### config.mk
export PLATFORM = sky130hd
export DESIGN_NAME = systolic_feed_controller_flat
export DESIGN_NICKNAME = d
export VERILOG_FILES = /design/src/rtl/systolic_feed_controller_if.sv /design/src/rtl/systolic_feed_controller.sv /design/src/flat_wrapper.sv
export SDC_FILE = /design/constraint.sdc
export NUM_CORES = 1
export LEC_CHECK = 0
export ABC_AREA = 1
export CAP_MARGIN = 25
export CELL_PAD_IN_SITES_DETAIL_PLACEMENT = 1
export CELL_PAD_IN_SITES_GLOBAL_PLACEMENT = 1
export CORE_MARGIN = 4
export CORE_UTILIZATION = 50
export CTS_BUF_LIST = sky130_fd_sc_hd__clkbuf_4 sky130_fd_sc_hd__clkbuf_8
export CTS_CLUSTER_SIZE = 12
export DETAILED_ROUTE_END_ITERATION = 8
export DONT_BUFFER_PORTS = 1
export PLACE_DENSITY_LB_ADDON = 0.1
export SLEW_MARGIN = 20
export SYNTH_ARGS = -nofsm -noshare
export SYNTH_HDL_FRONTEND = slang
export SYNTH_HIERARCHICAL = 1
export SYNTH_SLANG_ARGS = --single-unit
### constraint.sdc
create_clock -name clk -period 2.55 [get_ports clk]
set_input_delay 0.255 -clock clk [delete_from_list [all_inputs] [get_ports clk]]
set_output_delay 0.255 -clock clk [all_outputs]
set_load 0.05 [all_outputs]
### src/rtl/systolic_feed_controller_if.sv
// Host/array-side signal bundle for systolic_feed_controller.
// The controller uses the slave modport; the host/bench uses master.
interface systolic_feed_controller_if #(
    parameter int N     = 3,
    parameter int K     = 3,
    parameter int SEL_W = 2,
    parameter int CW    = $clog2(K + N)
);
    logic             start;
    logic [SEL_W-1:0] sel_in;
    logic             abort;
    logic             busy;
    logic             done;
    logic [SEL_W-1:0] sel_out;
    logic             pe_clear;
    logic [CW-1:0]    feed_t;
    logic [N-1:0]     row_en;
    logic [N-1:0]     col_en;

    modport master (
        output start, sel_in, abort,
        input  busy, done, sel_out, pe_clear, feed_t, row_en, col_en
    );

    modport slave (
        input  start, sel_in, abort,
        output busy, done, sel_out, pe_clear, feed_t, row_en, col_en
    );
endinterface

### src/rtl/systolic_feed_controller.sv
// Sequencer for one N x N systolic matrix product: clear, skewed feed, drain, done.
// All outputs are registered from next-state values (Moore).

// Per-lane feed window: lane IDX is active for steps IDX .. IDX+K-1.
module sfc_lane_en #(
    parameter int IDX = 0,
    parameter int K   = 1,
    parameter int CW  = 2
) (
    input  logic          feed,
    input  logic [CW-1:0] t,
    output logic          en
);
    assign en = feed && (int'(t) >= IDX) && (int'(t) < IDX + K);
endmodule

module systolic_feed_controller #(
    parameter int N     = 3,
    parameter int K     = 3,
    parameter int SEL_W = 2,
    parameter int CW    = $clog2(K + N)
) (
    input  logic clk,
    input  logic reset,
    systolic_feed_controller_if.slave bus
);
    localparam int LAST_T = K + N - 2;
    localparam int DW     = (N > 1) ? $clog2(N) : 1;

    typedef enum logic [2:0] {IDLE, CLEAR, FEED, DRAIN, DONE} state_t;

    state_t           state, state_n;
    logic [CW-1:0]    feed_t, t_n;
    logic [DW-1:0]    dcnt, dcnt_n;
    logic [SEL_W-1:0] sel_q, sel_n;
    logic             busy_q, done_q, clr_q;
    logic [N-1:0]     en_q, en_n;
    logic             feed_n;

    always_comb begin
        state_n = state;
        t_n     = feed_t;
        dcnt_n  = dcnt;
        sel_n   = sel_q;
        case (state)
            IDLE: if (bus.start && !bus.abort) begin
                state_n = CLEAR;
                sel_n   = bus.sel_in;
            end
            CLEAR: begin
                state_n = FEED;
                t_n     = '0;
            end
            FEED: if (feed_t == CW'(LAST_T)) begin
                state_n = DRAIN;
                t_n     = '0;
                dcnt_n  = '0;
            end else begin
                t_n = feed_t + 1'b1;
            end
            DRAIN: if (dcnt == DW'(N - 1)) state_n = DONE;
                   else dcnt_n = dcnt + 1'b1;
            DONE:    state_n = IDLE;
            default: state_n = IDLE;
        endcase
        // Cancel only bites while a job is actually in flight.
        if (bus.abort && (state == CLEAR || state == FEED || state == DRAIN)) begin
            state_n = IDLE;
            t_n     = '0;
            dcnt_n  = '0;
        end
    end

    assign feed_n = (state_n == FEED);

    // Row and column share the same one-cycle-per-index skew.
    for (genvar i = 0; i < N; i++) begin : g_lane
        sfc_lane_en #(.IDX(i), .K(K), .CW(CW)) u_lane (
            .feed (feed_n),
            .t    (t_n),
            .en   (en_n[i])
        );
    end

    always_ff @(posedge clk or negedge reset) begin
        if (!reset) begin
            state  <= IDLE;
            feed_t <= '0;
            dcnt   <= '0;
            sel_q  <= '0;
            busy_q <= 1'b0;
            done_q <= 1'b0;
            clr_q  <= 1'b0;
            en_q   <= '0;
        end else begin
            state  <= state_n;
            feed_t <= t_n;
            dcnt   <= dcnt_n;
            sel_q  <= sel_n;
            busy_q <= (state_n == CLEAR) || (state_n == FEED) || (state_n == DRAIN);
            done_q <= (state_n == DONE);
            clr_q  <= (state_n == CLEAR);
            en_q   <= en_n;
        end
    end

    assign bus.busy     = busy_q;
    assign bus.done     = done_q;
    assign bus.sel_out  = sel_q;
    assign bus.pe_clear = clr_q;
    assign bus.feed_t   = feed_t;
    assign bus.row_en   = en_q;
    assign bus.col_en   = en_q;
endmodule

### src/flat_wrapper.sv
// flat-port wrapper written by rule: the top's interface ports become plain ports
module systolic_feed_controller_flat 
#(
    parameter int N     = 3,
    parameter int K     = 3,
    parameter int SEL_W = 2,
    parameter int CW    = $clog2(K + N)
)
  (clk, reset, bus_start, bus_sel_in, bus_abort, bus_busy, bus_done, bus_sel_out, bus_pe_clear, bus_feed_t, bus_row_en, bus_col_en);
  systolic_feed_controller_if #(.N(N), .K(K), .SEL_W(SEL_W), .CW(CW)) bus_i ();
  input  logic clk;
  input  logic reset;
  input wire logic [$bits(bus_i.start)-1:0] bus_start;
  input wire logic [$bits(bus_i.sel_in)-1:0] bus_sel_in;
  input wire logic [$bits(bus_i.abort)-1:0] bus_abort;
  output wire logic [$bits(bus_i.busy)-1:0] bus_busy;
  output wire logic [$bits(bus_i.done)-1:0] bus_done;
  output wire logic [$bits(bus_i.sel_out)-1:0] bus_sel_out;
  output wire logic [$bits(bus_i.pe_clear)-1:0] bus_pe_clear;
  output wire logic [$bits(bus_i.feed_t)-1:0] bus_feed_t;
  output wire logic [$bits(bus_i.row_en)-1:0] bus_row_en;
  output wire logic [$bits(bus_i.col_en)-1:0] bus_col_en;
  assign bus_i.start = bus_start;
  assign bus_i.sel_in = bus_sel_in;
  assign bus_i.abort = bus_abort;
  assign bus_busy = bus_i.busy;
  assign bus_done = bus_i.done;
  assign bus_sel_out = bus_i.sel_out;
  assign bus_pe_clear = bus_i.pe_clear;
  assign bus_feed_t = bus_i.feed_t;
  assign bus_row_en = bus_i.row_en;
  assign bus_col_en = bus_i.col_en;
  systolic_feed_controller #(.N(N), .K(K), .SEL_W(SEL_W), .CW(CW)) u_core (.clk(clk), .reset(reset), .bus(bus_i));
endmodule
==> impl_metrics.yaml, run 1 <==
worst_setup_path:
  reg2reg_slack_ps: 850
  cp_slowest_cell: "dfrtp_1"
  crit_chain: "buf_4, inv_1, ha_1, nand2_1, inv_1, nand3_1, nand4_1, nor2_2, o21ai_0, nor2_1"
  cp-start-kind: "flip-flop"
  crit_type: "reg -> reg"
  path_common_cell: "inv_1"
  slowest_delay_ps: 340
  r2r_end: "u_core/bus.col_en[2]"
  r2r_start: "u_core/bus.feed_t[0]"
  end_kind: "flip-flop"
  cp.arrival_ps: 1910
  cp.required_ps: 2760
  worst_r2r_path_depth: 10
  cp_max_fo: 4
power:
  comb_power_share_pct: 37.4
  p_clk_share_pct: 12.8
  p_int_mw: 0.5751
  p_leak_nw: 0.4994
  finalPower_mw: 1.264
  power_density_mw_per_mm2: 1415
  seqPwrFrac_pct: 49.8
  swShare_pct: 54.50
  switchingPower_mw: 0.6889
  vdd_drop_max_mv: 0.6947
final_layout:
  nets: 112
  drive_above_1_share_pct: 18.63
  fill_cells: 194
  num_antenna_cells: 0
  area_delta_synth_final_pct: 7.047
logic_synthesis:
  synth-edff-count: 0
  synth_most_common_cell: "inv_1"
  synth_top_area_share_pct: 47.98
  synth_area_um2: 834.6
  synth_top_family_by_area: "simple AND/OR/NAND/NOR gates"
  syn-instance-count: 98
  yosysSeqAreaShare_pct: 47.98
  synthFlopType: "dfrtp_1"
  ys_async_sr_fraction_pct: 100.0
  synthTopCellsByCount: "18 x inv_1, 17 x nand2_1, 16 x dfrtp_1, 11 x nand3_1, 11 x nor2_1"
  syn_avg_cell_area_um2: 8.516
  yosysWarningCount: 6
  syn_nets: 107
  synthXorXnorAreaFrac_pct: 1.049
  synth_area_leaders: "dfrtp_1 48%, inv_1 8.1%, nand2_1 7.6%"
  synthAdderAreaFrac_pct: 4.498
  ys_ff_latch: 16
  synth-compound-area-share_pct: 5.397
  synthMuxAreaShare_pct: 0
  yosysUniqueCellTypes: 19
  synth-simple-area-share_pct: 29.84
  yosys.area.top_type: "dfrtp_1"
floorplan:
  core_area_mm2: 0.001541
  fp.dieArea_mm2: 0.002387
  die_width_um: 48.86
  die_h_um: 48.86
  pin_count: 20
  start_util_pct: 54.14
  row_count: 14
grt:
  overflow: 0
  grt_pass1_vias: 677
  grt_pass1_wl_um: 3036
  antenna_found_initial: 0
  grt_max_degree: 17
  gr-usage-all-layers_pct: 16.11
routing:
  routedWlPerCell_um: 13.97
  remaining_drc_errors: 0
  first_pass_iters: 4
  antenna_left: 0
  vias: 611
  wl_um: 1648
  drt-initial-drc-count: 6
  vias_per_cell: 5.178
min_path:
  hold_path_depth: 2
  min_path_type: "in -> reg"
  min_from: "bus_sel_in[1]"
  hold_end: "u_core/bus.sel_out[1]"
timing:
  min_period_ps: 1702
  rsz0062_at_grt: "false"
  max_clock_freq_mhz: 587.6
  maxSlewViolCount: 0
  fin_setup_tns_ps: 0
  relSlewSlack_pct: 41.15
  worstMarginPinSlew_ps: 883.4
  finalSetupViolCount: 0
  clock_skew_ps: 7.584
  hold_violations: 0
  finalCritPeriodShare_pct: 66.74
clock_network:
  ctsResizeCount: 0
  cts-buffers-inserted: 3
  clkSinkCount: 16
  clk_pin_slew_ps: 80
  root_buffer: "clkbuf_4"
  htreeDepth: 1
  clk_latency_ps: 280
  tritoncts: "done"
  cts_buffer_depth: 2
placement:
  dp_hpwl_um: 1311
  portBuffers: 0
  routabilityCongestion: 0.7272
status:
  status: "finished clean"
run:
  cap_viol_max_count: 0
==> state kept, by name, summed over array words and instances, names as in the netlist <==
signal and flops:
u_core/state 3, u_core/bus.sel_out 2, u_core/bus.col_en 3, u_core/bus.pe_clear 1, u_core/dcnt 2, u_core/bus.done 1, u_core/bus.feed_t 3, u_core/bus.busy 1
==> placed cells by master, fill, tap and decap left out <==
| cell | count |
|---|---|
| a21oi_1 | 1 |
| a21oi_2 | 4 |
| buf_4 | 2 |
| clkbuf_4 | 3 |
| clkbuf_8 | 1 |
| dfrtp_1 | 16 |
| dlygate4sd3_1 | 1 |
| ha_1 | 3 |
| inv_1 | 18 |
| inv_2 | 1 |
| nand2_1 | 17 |
| nand2_2 | 3 |
| nand2_4 | 2 |
| nand3_1 | 11 |
| nand3_2 | 1 |
| nand3b_1 | 1 |
| nand4_1 | 2 |
| nor2_1 | 11 |
| nor2_2 | 1 |
| nor2_4 | 1 |
| o21ai_0 | 1 |
| xor2_1 | 1 |
==> how the worst max path moves through the flow <==
stage,start,endpoint,cells past startpoint
finish,u_core/bus.feed_t[0],u_core/bus.col_en[2],10
global route,u_core/bus.feed_t[0],u_core/bus.col_en[2],10
CTS,u_core/bus.feed_t[0],u_core/bus.col_en[2],10
detailed placement,u_core/bus.feed_t[0],u_core/bus.col_en[2],10
global placement,u_core/bus.feed_t[0],u_core/bus.col_en[2],10
floorplan,u_core/bus.feed_t[0],u_core/bus.col_en[2],9
==> area by class of cell <==
type                            count  area, um2  area share (%)
Clock buffer                        4      36.28           4.062
Inverter                           19      71.32           7.983
Multi-Input combinational cell     60      340.3           38.10
Sequential cell                    16      400.4           44.82
Tap cell                           16      20.02           2.241
Timing Repair Buffer                3      25.02           2.801
==> metal layers <==
| metal | track usage [%] | share of wire (%) | routed length (um) | vias to the layer above |
|---|---|---|---|---|
| li1 | - | - | - | 309 |
| met1 | 20.55 | 45 | 746 | 287 |
| met2 | 26.52 | 50 | 818 | 13 |
| met3 | 3.058 | 4.2 | 69 | 2 |
| met4 | 6.726 | 0.79 | 13 | 0 |
| met5 | 0 | 0 | 0 | - |
==> per-stage QoR <==
step	std cells	worst slack (ps)	hold WS [ps]	utilization (%)	cell area [um2]
2_1_floorplan	98	862.0	-40.59	-	834.6
3_3_place_gp	113	928.5	-40.29	54.95	847.1
3_5_place_dp	113	844.1	-40.32	54.95	847.1
4_1_cts	118	828.5	86.61	57.95	893.4
5_1_grt	118	673.4	95.30	57.95	893.4
6_report	118	848.1	94.67	57.95	893.4
==> power groups by stage <==
stage	clock network, mW	logic [mW]	registers, mW
after floorplan	0	0.401	0.616
after global placement	0	0.456	0.634
after detailed placement	0	0.474	0.636
after CTS	0.169	0.482	0.632
after global routing	0.187	0.546	0.643
final	0.162	0.473	0.629
==> worst max-delay path: cells and delay by family, from the launching register on <==
| family | cells | cell delay [ps] |
|---|---|---|
| DFF | 1 | 340 |
| and+or+nand+nor | 5 | 640 |
| adders and majority gates | 1 | 200 |
| buffers and inverters | 3 | 360 |
| AOI/OAI and AO/OA | 1 | 110 |
==> cells by family after synthesis <==
family	count (synthesis)
AO/OA/AOI/OAI	6
XOR/XNOR	1
adder cells (fa/ha/maj)	3
buffers and inverters	22
flip-flops	16
AND/OR/NAND/NOR	50
==> repair_timing <==
action | 4_1_cts | 5_1_grt
hold endpoints to repair | 16 | 0
setup buffers | 0 | 0
hold buffers | 1 | 0
Note: power is estimated with default switching activity, not from simulation.
==> inputs of run 2 (changes only) <==
CORE_UTILIZATION = 42   (was 50)
clock period = 1.5 ns   (was 2.55 ns; I/O delays follow)
==> run 2 against run 1 <==
Die area up 16%. Cell area up 23%. Setup slack worse by 820 ps. Utilization up 3.0 points. Worst hold slack worse by 23 ps. Power up 100%. Combinational power rose to 2.9 times the previous value. Via count up 15%. Flip-flop and latch count unchanged. Clock power up 55%. Largest cell class is now multi-input combinational cells.
==> impl_metrics.yaml, run 2 (synthesis results as in run 1) <==
timing:
  min_period_ps: 1473
  setup_slack_ps: 26.97
  maxSlewViolCount: 0
  relSlewSlack_pct: 51.40
  rsz0062_at_grt: "true"
  worstMarginPinSlew_ps: 726.6
  hold_violations: 0
  clock_skew_ps: 7.274
  max_clock_freq_mhz: 678.9
  finalSetupViolCount: 0
  finalCritPeriodShare_pct: 98.20
final_layout:
  drive_above_1_share_pct: 47.37
  regArea_um2: 406.6
  layout_common_cells: "14 x nand2_1, 14 x inv_1, 12 x buf_4"
  num_antenna_cells: 0
  area_delta_synth_final_pct: 31.63
  fill_cells: 211
  nets: 124
  multi_input_area_um2: 436.7
  fin_cells: 139
status:
  status: "finished clean"
power:
  vdd_drop_max_mv: 1.275
  power_density_mw_per_mm2: 2308
  p_leak_nw: 0.5612
min_path:
  min_path_type: "in -> reg"
  min_from: "bus_abort"
  hold_path_depth: 3
  hold_end: "u_core/dcnt[0]"
grt:
  grt_pass1_vias: 718
  overflow: 0
  antenna_found_initial: 0
  grt_pass1_wl_um: 3394
  grt_max_degree: 17
  gr-usage-all-layers_pct: 17.25
clock_network:
  clk_latency_ps: 280
  clk_pin_slew_ps: 90
  tritoncts: "done"
  clkSinkCount: 16
  cts_buffer_depth: 2
  root_buffer: "clkbuf_4"
  cts-buffers-inserted: 3
  htreeDepth: 1
floorplan:
  die_width_um: 52.58
  die_h_um: 52.58
  pin_count: 20
  start_util_pct: 46.32
  row_count: 15
  fp.dieArea_mm2: 0.002764
  core_area_mm2: 0.001802
worst_setup_path:
  r2r_start: "u_core/bus.feed_t[0]"
  crit_type: "reg -> reg"
  cp.arrival_ps: 1660
  cp_max_fo: 5
  reg2reg_slack_ps: 30
  end_kind: "flip-flop"
  cp.required_ps: 1680
  cp-start-kind: "flip-flop"
  r2r_end: "u_core/bus.col_en[2]"
  worst_r2r_path_depth: 7
routing:
  vias_per_cell: 5.072
  routedWlPerCell_um: 16.61
  first_pass_iters: 4
  antenna_left: 0
  remaining_drc_errors: 0
  vias: 705
  wl_um: 2309
  drt-initial-drc-count: 7
placement:
  portBuffers: 0
  dp_hpwl_um: 1417
  post-place-ws_ps: 30.03
  dp_cells: 127
  routabilityCongestion: 0.7262
run:
  cap_viol_max_count: 0
==> run 2: cell count changes in the layout (fill, tap and decap cells not counted), sizes merged <==
cell / previous run / this run
buf: 2 / 12
dlygate4sd3: 1 / 3
==> run 2: metrics by stage <==
step / hold slack (ps) / setup TNS [ps] / utilization, % / cell area, um2 / power (mW)
CTS: 40.06 / 0 / 55.00 / 991.0 / 2.313
finish: 71.62 / 0 / 60.97 / 1099 / 2.535
global placement: -145.2 / 0 / 50.14 / 903.4 / 1.931
global route: 49.94 / -120.7 / 60.97 / 1099 / 2.714
detailed placement: -145.2 / 0 / 50.14 / 903.4 / 1.981
floorplan: -145.6 / 0 / - / 842.1 / 1.741
==> run 2: how the worst max path moves through the flow <==
stage                          from              endpoint  slack, ps  cells past startpoint
6_report       u_core/bus.feed_t[0]  u_core/bus.col_en[2]         30                      7
5_1_grt             u_core/state[1]  u_core/bus.col_en[0]        -50                      8
3_3_place_gp   u_core/bus.feed_t[0]  u_core/bus.col_en[2]         50                      7
3_5_place_dp   u_core/bus.feed_t[0]  u_core/bus.col_en[2]         30                      9
4_1_cts             u_core/state[2]  u_core/bus.col_en[2]          6                      8
2_1_floorplan  u_core/bus.feed_t[0]  u_core/bus.col_en[2]         30                      8
==> run 2: report_power, final <==
group          internal, mW  switching [mW]
logic                 0.443           0.941
clock network         0.121           0.130
registers             0.584           0.317
==> run 2: timing repair <==
| action | 4_1_cts | 5_1_grt |
|---|---|---|
| setup buffers | 2 | 3 |
| pin swaps | 2 | 10 |
| hold buffers | 3 | 0 |
| setup endpoints to repair | 1 | 3 |
| gates resized for setup | 4 | 25 |
| endpoints found under the hold margin | 18 | 0 |
==> run 2: area by class of cell <==
cell class,count,area share [%]
Tap cell,25,2.847
Multi-Input combinational cell,60,39.75
Sequential cell,16,37.02
Inverter,19,6.720
Clock buffer,4,2.733
Timing Repair Buffer,15,10.93
==> run 2: metal layers <==
layer / share of wire (%) / up-vias / routed length, um / global-route usage (%)
met3: 3.6 / 4 / 83 / 4.274
met2: 58 / 18 / 1339 / 33.06
met1: 38 / 352 / 870 / 18.65
met5: 0 / - / 0 / 0
li1: - / 331 / - / -
met4: 0.65 / 0 / 15 / 3.830
==> run 2: critical path, stage by stage, from the launching register on <==
cell and delay [ps]:
dfrtp_2 420, inv_2 60, ha_2 320, nand3_2 100, a21oi_4 240, nor2_2 60, nor2_1 110, nor2_1 60
==> inputs of run 3 (changes only) <==
CAP_MARGIN = 20   (was 25)
TNS_END_PERCENT = 30   (was default)
==> results of run 3 <==
No change in the layout: final DEF, timing and power equal those of run 2.
